<file path="config.mk">
export PLATFORM = sky130hd
export DESIGN_NAME = if_fetch
export DESIGN_NICKNAME = d
export VERILOG_FILES = /design/src/rtl/if_fetch_pkg.sv /design/src/rtl/if_fetch.sv
export SDC_FILE = /design/constraint.sdc
export NUM_CORES = 1
export LEC_CHECK = 0
export CAP_MARGIN = 5
export CORE_ASPECT_RATIO = 0.8
export CORE_MARGIN = 1
export CORE_UTILIZATION = 39
export CTS_CLUSTER_SIZE = 12
export DETAILED_ROUTE_END_ITERATION = 7
export GPL_TIMING_DRIVEN = 0
export PLACE_DENSITY = 0.76
export RECOVER_POWER = 100
export SYNTH_ARGS = -nofsm -noshare
export SYNTH_HDL_FRONTEND = slang
export SYNTH_SLANG_ARGS = --single-unit
</file>
<file path="constraint.sdc">
create_clock -name clk -period 2.1 [get_ports clk]
set_input_delay 0.21 -clock clk [delete_from_list [all_inputs] [get_ports clk]]
set_output_delay 0.21 -clock clk [all_outputs]
set_load 0.05 [all_outputs]
</file>
<file path="src/rtl/if_fetch_pkg.sv">
// Shared pipeline definitions: fetch FSM states, datapath widths and the
// common reset PC used by the fetch stage, IF/ID register and branch unit.
package if_fetch_pkg;

    localparam int                 INSTR_W          = 32;
    localparam logic [INSTR_W-1:0] PC_STEP          = 32'd4;
    localparam logic [INSTR_W-1:0] DEFAULT_RESET_PC = 32'h0000_0000;

    typedef enum logic [1:0] {
        ST_IDLE,
        ST_REQ,
        ST_WAIT,
        ST_DROP
    } fetch_state_e;

    // Instructions are word aligned; low address bits are never meaningful.
    function automatic logic [INSTR_W-1:0] align_pc(input logic [INSTR_W-1:0] addr);
        return addr & ~(INSTR_W'(3));
    endfunction

endpackage

</file>
<file path="src/rtl/if_fetch.sv">
// Instruction-fetch stage: owns the PC, keeps one request outstanding to
// instruction memory and holds each returned word in a one-entry buffer.
module if_fetch
    import if_fetch_pkg::*;
#(
    parameter logic [INSTR_W-1:0] RESET_PC = DEFAULT_RESET_PC
) (
    input  logic               clk,
    input  logic               reset,
    input  logic               jump,
    input  logic [INSTR_W-1:0] jump_addr,
    input  logic               stall,
    output logic               imem_req,
    output logic [INSTR_W-1:0] imem_addr,
    input  logic               imem_rvalid,
    input  logic [INSTR_W-1:0] imem_rdata,
    output logic [INSTR_W-1:0] out_instr,
    output logic [INSTR_W-1:0] out_pc,
    output logic               out_valid
);

    fetch_state_e       state_q, state_d;
    logic [INSTR_W-1:0] pc_q, pc_d;
    logic [INSTR_W-1:0] out_instr_q, out_instr_d;
    logic [INSTR_W-1:0] out_pc_q, out_pc_d;
    logic               out_valid_q, out_valid_d;
    logic               issue;

    // A new request is only sent when the buffer will be free to take its reply.
    assign issue = (state_q == ST_REQ) && !jump && (!out_valid_q || !stall);

    always_comb begin
        // NOTE: every output of this block gets a default first so no path
        // through the case statement can leave a signal unassigned (latch).
        state_d     = state_q;
        pc_d        = pc_q;
        out_instr_d = out_instr_q;
        out_pc_d    = out_pc_q;
        out_valid_d = out_valid_q;

        if (out_valid_q && !stall) begin
            out_valid_d = 1'b0;
        end

        if (jump) begin
            pc_d        = align_pc(jump_addr);
            out_valid_d = 1'b0;
        end

        unique case (state_q)
            ST_IDLE: begin
                state_d = ST_REQ;
            end
            ST_REQ: begin
                if (issue) begin
                    state_d = ST_WAIT;
                end
            end
            ST_WAIT: begin
                if (jump) begin
                    // A reply arriving with the redirect is simply dropped.
                    state_d = imem_rvalid ? ST_REQ : ST_DROP;
                end else if (imem_rvalid) begin
                    out_instr_d = imem_rdata;
                    out_pc_d    = pc_q;
                    out_valid_d = 1'b1;
                    pc_d        = pc_q + PC_STEP;
                    state_d     = ST_REQ;
                end
            end
            ST_DROP: begin
                if (imem_rvalid) begin
                    state_d = ST_REQ;
                end
            end
            default: begin
                state_d = ST_IDLE;
            end
        endcase
    end

    always_ff @(posedge clk) begin
        // NOTE: state registers use non-blocking assignments so every flop
        // samples the values from before this edge.
        if (reset) begin
            state_q     <= ST_IDLE;
            pc_q        <= RESET_PC;
            out_instr_q <= '0;
            out_pc_q    <= '0;
            out_valid_q <= 1'b0;
        end else begin
            state_q     <= state_d;
            pc_q        <= pc_d;
            out_instr_q <= out_instr_d;
            out_pc_q    <= out_pc_d;
            out_valid_q <= out_valid_d;
        end
    end

    assign imem_req  = issue;
    assign imem_addr = pc_q;
    assign out_instr = out_instr_q;
    assign out_pc    = out_pc_q;
    assign out_valid = out_valid_q;

    // Memory only answers a request, so a reply can never show up before one is sent.
    a_rvalid_legal: assert property (@(posedge clk) disable iff (reset)
        imem_rvalid |-> (state_q == ST_WAIT || state_q == ST_DROP));

endmodule
</file>
==> flow_metrics.env <==
export IMPL_outcome="finished clean"
export IMPL_cts_clk_slew_worst_paths_ns=0.07
export IMPL_ys_seq_area_frac=0.477
export IMPL_cp_slowest_cell="or4_1"
export IMPL_timing_final_crit_share=0.988
export IMPL_syn_avg_cell_area_um2=7.89
export IMPL_ys_warn_count=0
export IMPL_critPathCaptureType="flop"
export IMPL_power_switching_mw=1.14
export IMPL_synthAdderAreaFrac=0.00301
export IMPL_crit_chain="nand3_2 > or4_1 > or4_1 > a311oi_2"
export IMPL_die_area_um2=11100
export IMPL_vdd_ir_drop_max_mv=0.386
export IMPL_postCtsHoldBufs=0
export IMPL_fillerInstances=947
export IMPL_wl_mm=13.9
export IMPL_postSynth_asyncResetShare=0
export IMPL_place_congestion=0.888
export IMPL_clkPwrFrac=0.389
export IMPL_grt_pass1_wl_mm=21.9
export IMPL_grt_ovfl_total=0
export IMPL_dpl_hpwl_mm=10.3
export IMPL_finalSetupViolations=0
export IMPL_max_cap_violations=0
export IMPL_p_int_mw=3.14
export IMPL_nNetsFinal=766
export IMPL_synth_cell_types=43
export IMPL_p_leak_nw=2.06
export IMPL_n_antenna_cell=0
export IMPL_crit_top_cell="or4_1"
export IMPL_mostFrequentLayoutCell="clkdlybuf4s50_1"
export IMPL_yosys_area_share_simple=0.279
export IMPL_cts_tree="done"
export IMPL_synth_edf_count=0
export IMPL_synth_compound_area_frac=0.176
export IMPL_syn_nets=597
export IMPL_dr_pass1_iters=5
export IMPL_htreeDepth=3
export IMPL_synth_top_family_by_area="simple AND/OR/NAND/NOR gates"
export IMPL_vias=4608
export IMPL_area_growth_pct=53.1
export IMPL_slew_headroom=0.444
export IMPL_whs_path_depth=3
export IMPL_worstPathRequired_ns=2.35
export IMPL_ios=167
export IMPL_num_rows=33
export IMPL_drive_gt1_frac=0.0899
export IMPL_multi_input_comb_area_um2=2070
export IMPL_cts_sinks=99
export IMPL_power_frac_seq=0.472
export IMPL_wl_per_cell_um=16.6
export IMPL_viasPerCell=5.48
export IMPL_die_w_um=117
export IMPL_start_kind="flop"
export IMPL_synthesis_instances=527
export IMPL_synth_xor_area_frac=0.0147
export IMPL_grt_setup_unrepaired="yes"
export IMPL_clockBufferDepth=2
export IMPL_critPathBufInv=0
export IMPL_timing_fmax_mhz=482
export IMPL_finalHoldViolCount=0
export IMPL_finalSetupTns_ns=0
export IMPL_cellPowerDensity_nw_per_um2=671
export IMPL_fin_total_pwr_mw=4.27
export IMPL_core_area_um2=10300
export IMPL_path_class="reg -> reg"
export IMPL_drv_slew=0
export IMPL_layout_common_cells="clkdlybuf4s50_1 (161), nand2_1 (149), dfxtp_1 (81)"
export IMPL_skew_ns=0.00664
export IMPL_drtAntennaViolNets=0
export IMPL_hold_class="in -> reg"
export IMPL_drc=0
export IMPL_syn_area_um2=4160
export IMPL_sw_frac_of_total=0.266
export IMPL_first_iter_violations=344
export IMPL_grt_max_degree=16
export IMPL_period_needed_ns=2.08
export IMPL_worst_slew_pin_slew_ns=0.827
export IMPL_clockRootBuffer="clkbuf_16"
export IMPL_numCtsBuffers=9
export IMPL_crit_fanout=8
export IMPL_clk_latency_ns=0.35
export IMPL_port_buffers=162
export IMPL_regArea_um2=2020
export IMPL_crit_cells=4
export IMPL_arrival_ns=2.32
export IMPL_ys_flop_type="dfxtp_1"
export IMPL_cpPeakStageDelay_ns=0.65
export IMPL_antenna_found_initial=0
export IMPL_die_y_um=94.4
export IMPL_cpLargestDelayFamily="simple AND/OR/NAND/NOR gates"
export IMPL_comb_power_share=0.139
export IMPL_initial_core_util=0.403
export IMPL_post_synth_mux_area_share=0.00752
export IMPL_reg2reg_depth=4
export IMPL_grt_pass1_vias=4339
export IMPL_grt_usage=0.252
export IMPL_ys_ff_latch=99
==> repair_timing <==
item / in CTS / in global routing
setup buffers: 0 / 0
pin swaps: 1 / 1
gates resized for setup: 10 / 24
endpoints found under the setup margin: 51 / 30
==> tightest hold or removal path, stage by stage <==
cell      delay [ns]
clkbuf_1        0.22
nand2b_1        0.14
o311a_1         0.16
==> per-layer routing <==
| metal | vias up | GRT usage | share of wire | wire, µm |
|---|---|---|---|---|
| met5 | - | 0 | 0 | 0 |
| met2 | 211 | 0.424 | 0.47 | 6530 |
| met3 | 21 | 0.0622 | 0.079 | 1100 |
| met1 | 2176 | 0.324 | 0.44 | 6120 |
| li1 | 2200 | - | - | - |
| met4 | 0 | 0.0694 | 0.013 | 182 |
==> through the flow <==
| stage | instances | hold slack (ns) | cell area [µm²] | setup WS [ns] | util |
|---|---|---|---|---|---|
| after floorplan | 527 | 0.344 | 4210 | 0.00710 | - |
| after global placement | 829 | 0.442 | 6010 | -0.569 | 0.582 |
| after detailed placement | 829 | 0.448 | 6010 | -0.621 | 0.582 |
| after CTS | 843 | 0.377 | 6310 | 0.0131 | 0.612 |
| after global routing | 841 | 0.416 | 6370 | -0.0700 | 0.617 |
| final | 841 | 0.409 | 6370 | 0.0245 | 0.617 |
==> worst paths after layout <==
check,from,endpoint,slack (ns)
max reg2reg,imem_addr[6]$_SDFF_PP0_,imem_addr[17]$_SDFF_PP0_,0.02
min reg2reg,out_instr[2]$_SDFFE_PP0P_,out_instr[2]$_SDFFE_PP0P_,0.45
min,jump,imem_addr[16]$_SDFF_PP0_,0.41
max,imem_addr[6]$_SDFF_PP0_,imem_addr[17]$_SDFF_PP0_,0.02
==> Yosys cell counts, drive strengths merged (2+ instances only) <==
cell type / n / area (µm²)
a211oi: 6 / 45.0
a21oi: 69 / 345
a311oi: 14 / 123
a31oi: 4 / 25.0
and3: 7 / 43.8
and4: 4 / 35.0
buf: 5 / 22.5
clkbuf: 37 / 139
dfxtp: 99 / 1980
inv: 5 / 18.8
mux2i: 2 / 20.0
nand2: 149 / 559
nand3: 13 / 70.1
nand4: 13 / 81.3
nor2: 24 / 90.1
nor2b: 2 / 12.5
nor3: 5 / 25.0
nor4: 7 / 43.8
o211ai: 2 / 15.0
o21a: 2 / 15.0
o21ai: 5 / 25.0
o311a: 2 / 20.0
o31ai: 10 / 75.1
or3: 7 / 43.8
or4: 13 / 97.6
xnor2: 5 / 43.8
xor2: 2 / 17.5
==> sequential cells by signal, summed over array words and instances (netlist names) <==
signal and count:
out_pc 32, state_q 2, out_instr 32, imem_addr 32, out_valid 1
==> cells by family (layout without fill, tap and decap cells) <==
family | count (synthesis) | count (layout)
buffers and inverters | 47 | 221
muxes | 3 | 3
AOI/OAI and AO/OA | 119 | 119
DFF | 99 | 99
adders and majority gates | 1 | 1
xor gates and xnor gates | 7 | 7
and+or+nand+nor | 251 | 251
==> power by group through the flow <==
stage | clock network [mW] | registers [mW] | logic [mW]
2_1_floorplan | 0 | 2.19 | 0.155
3_3_place_gp | 0 | 2.05 | 0.579
3_5_place_dp | 0 | 2.05 | 0.586
4_1_cts | 1.68 | 2.01 | 0.585
5_1_grt | 1.77 | 2.02 | 0.627
6_report | 1.66 | 2.02 | 0.595
==> final cells by class <==
type | instances | area share
clock buffer | 12 | 0.0387
timing repair buffer | 162 | 0.255
multi-input combinational | 381 | 0.324
sequential | 99 | 0.317
tap | 140 | 0.0275
buffer | 38 | 0.0271
clock inverter | 4 | 0.00786
inverter | 5 | 0.00295
Power figures use the tool's default switching activity.
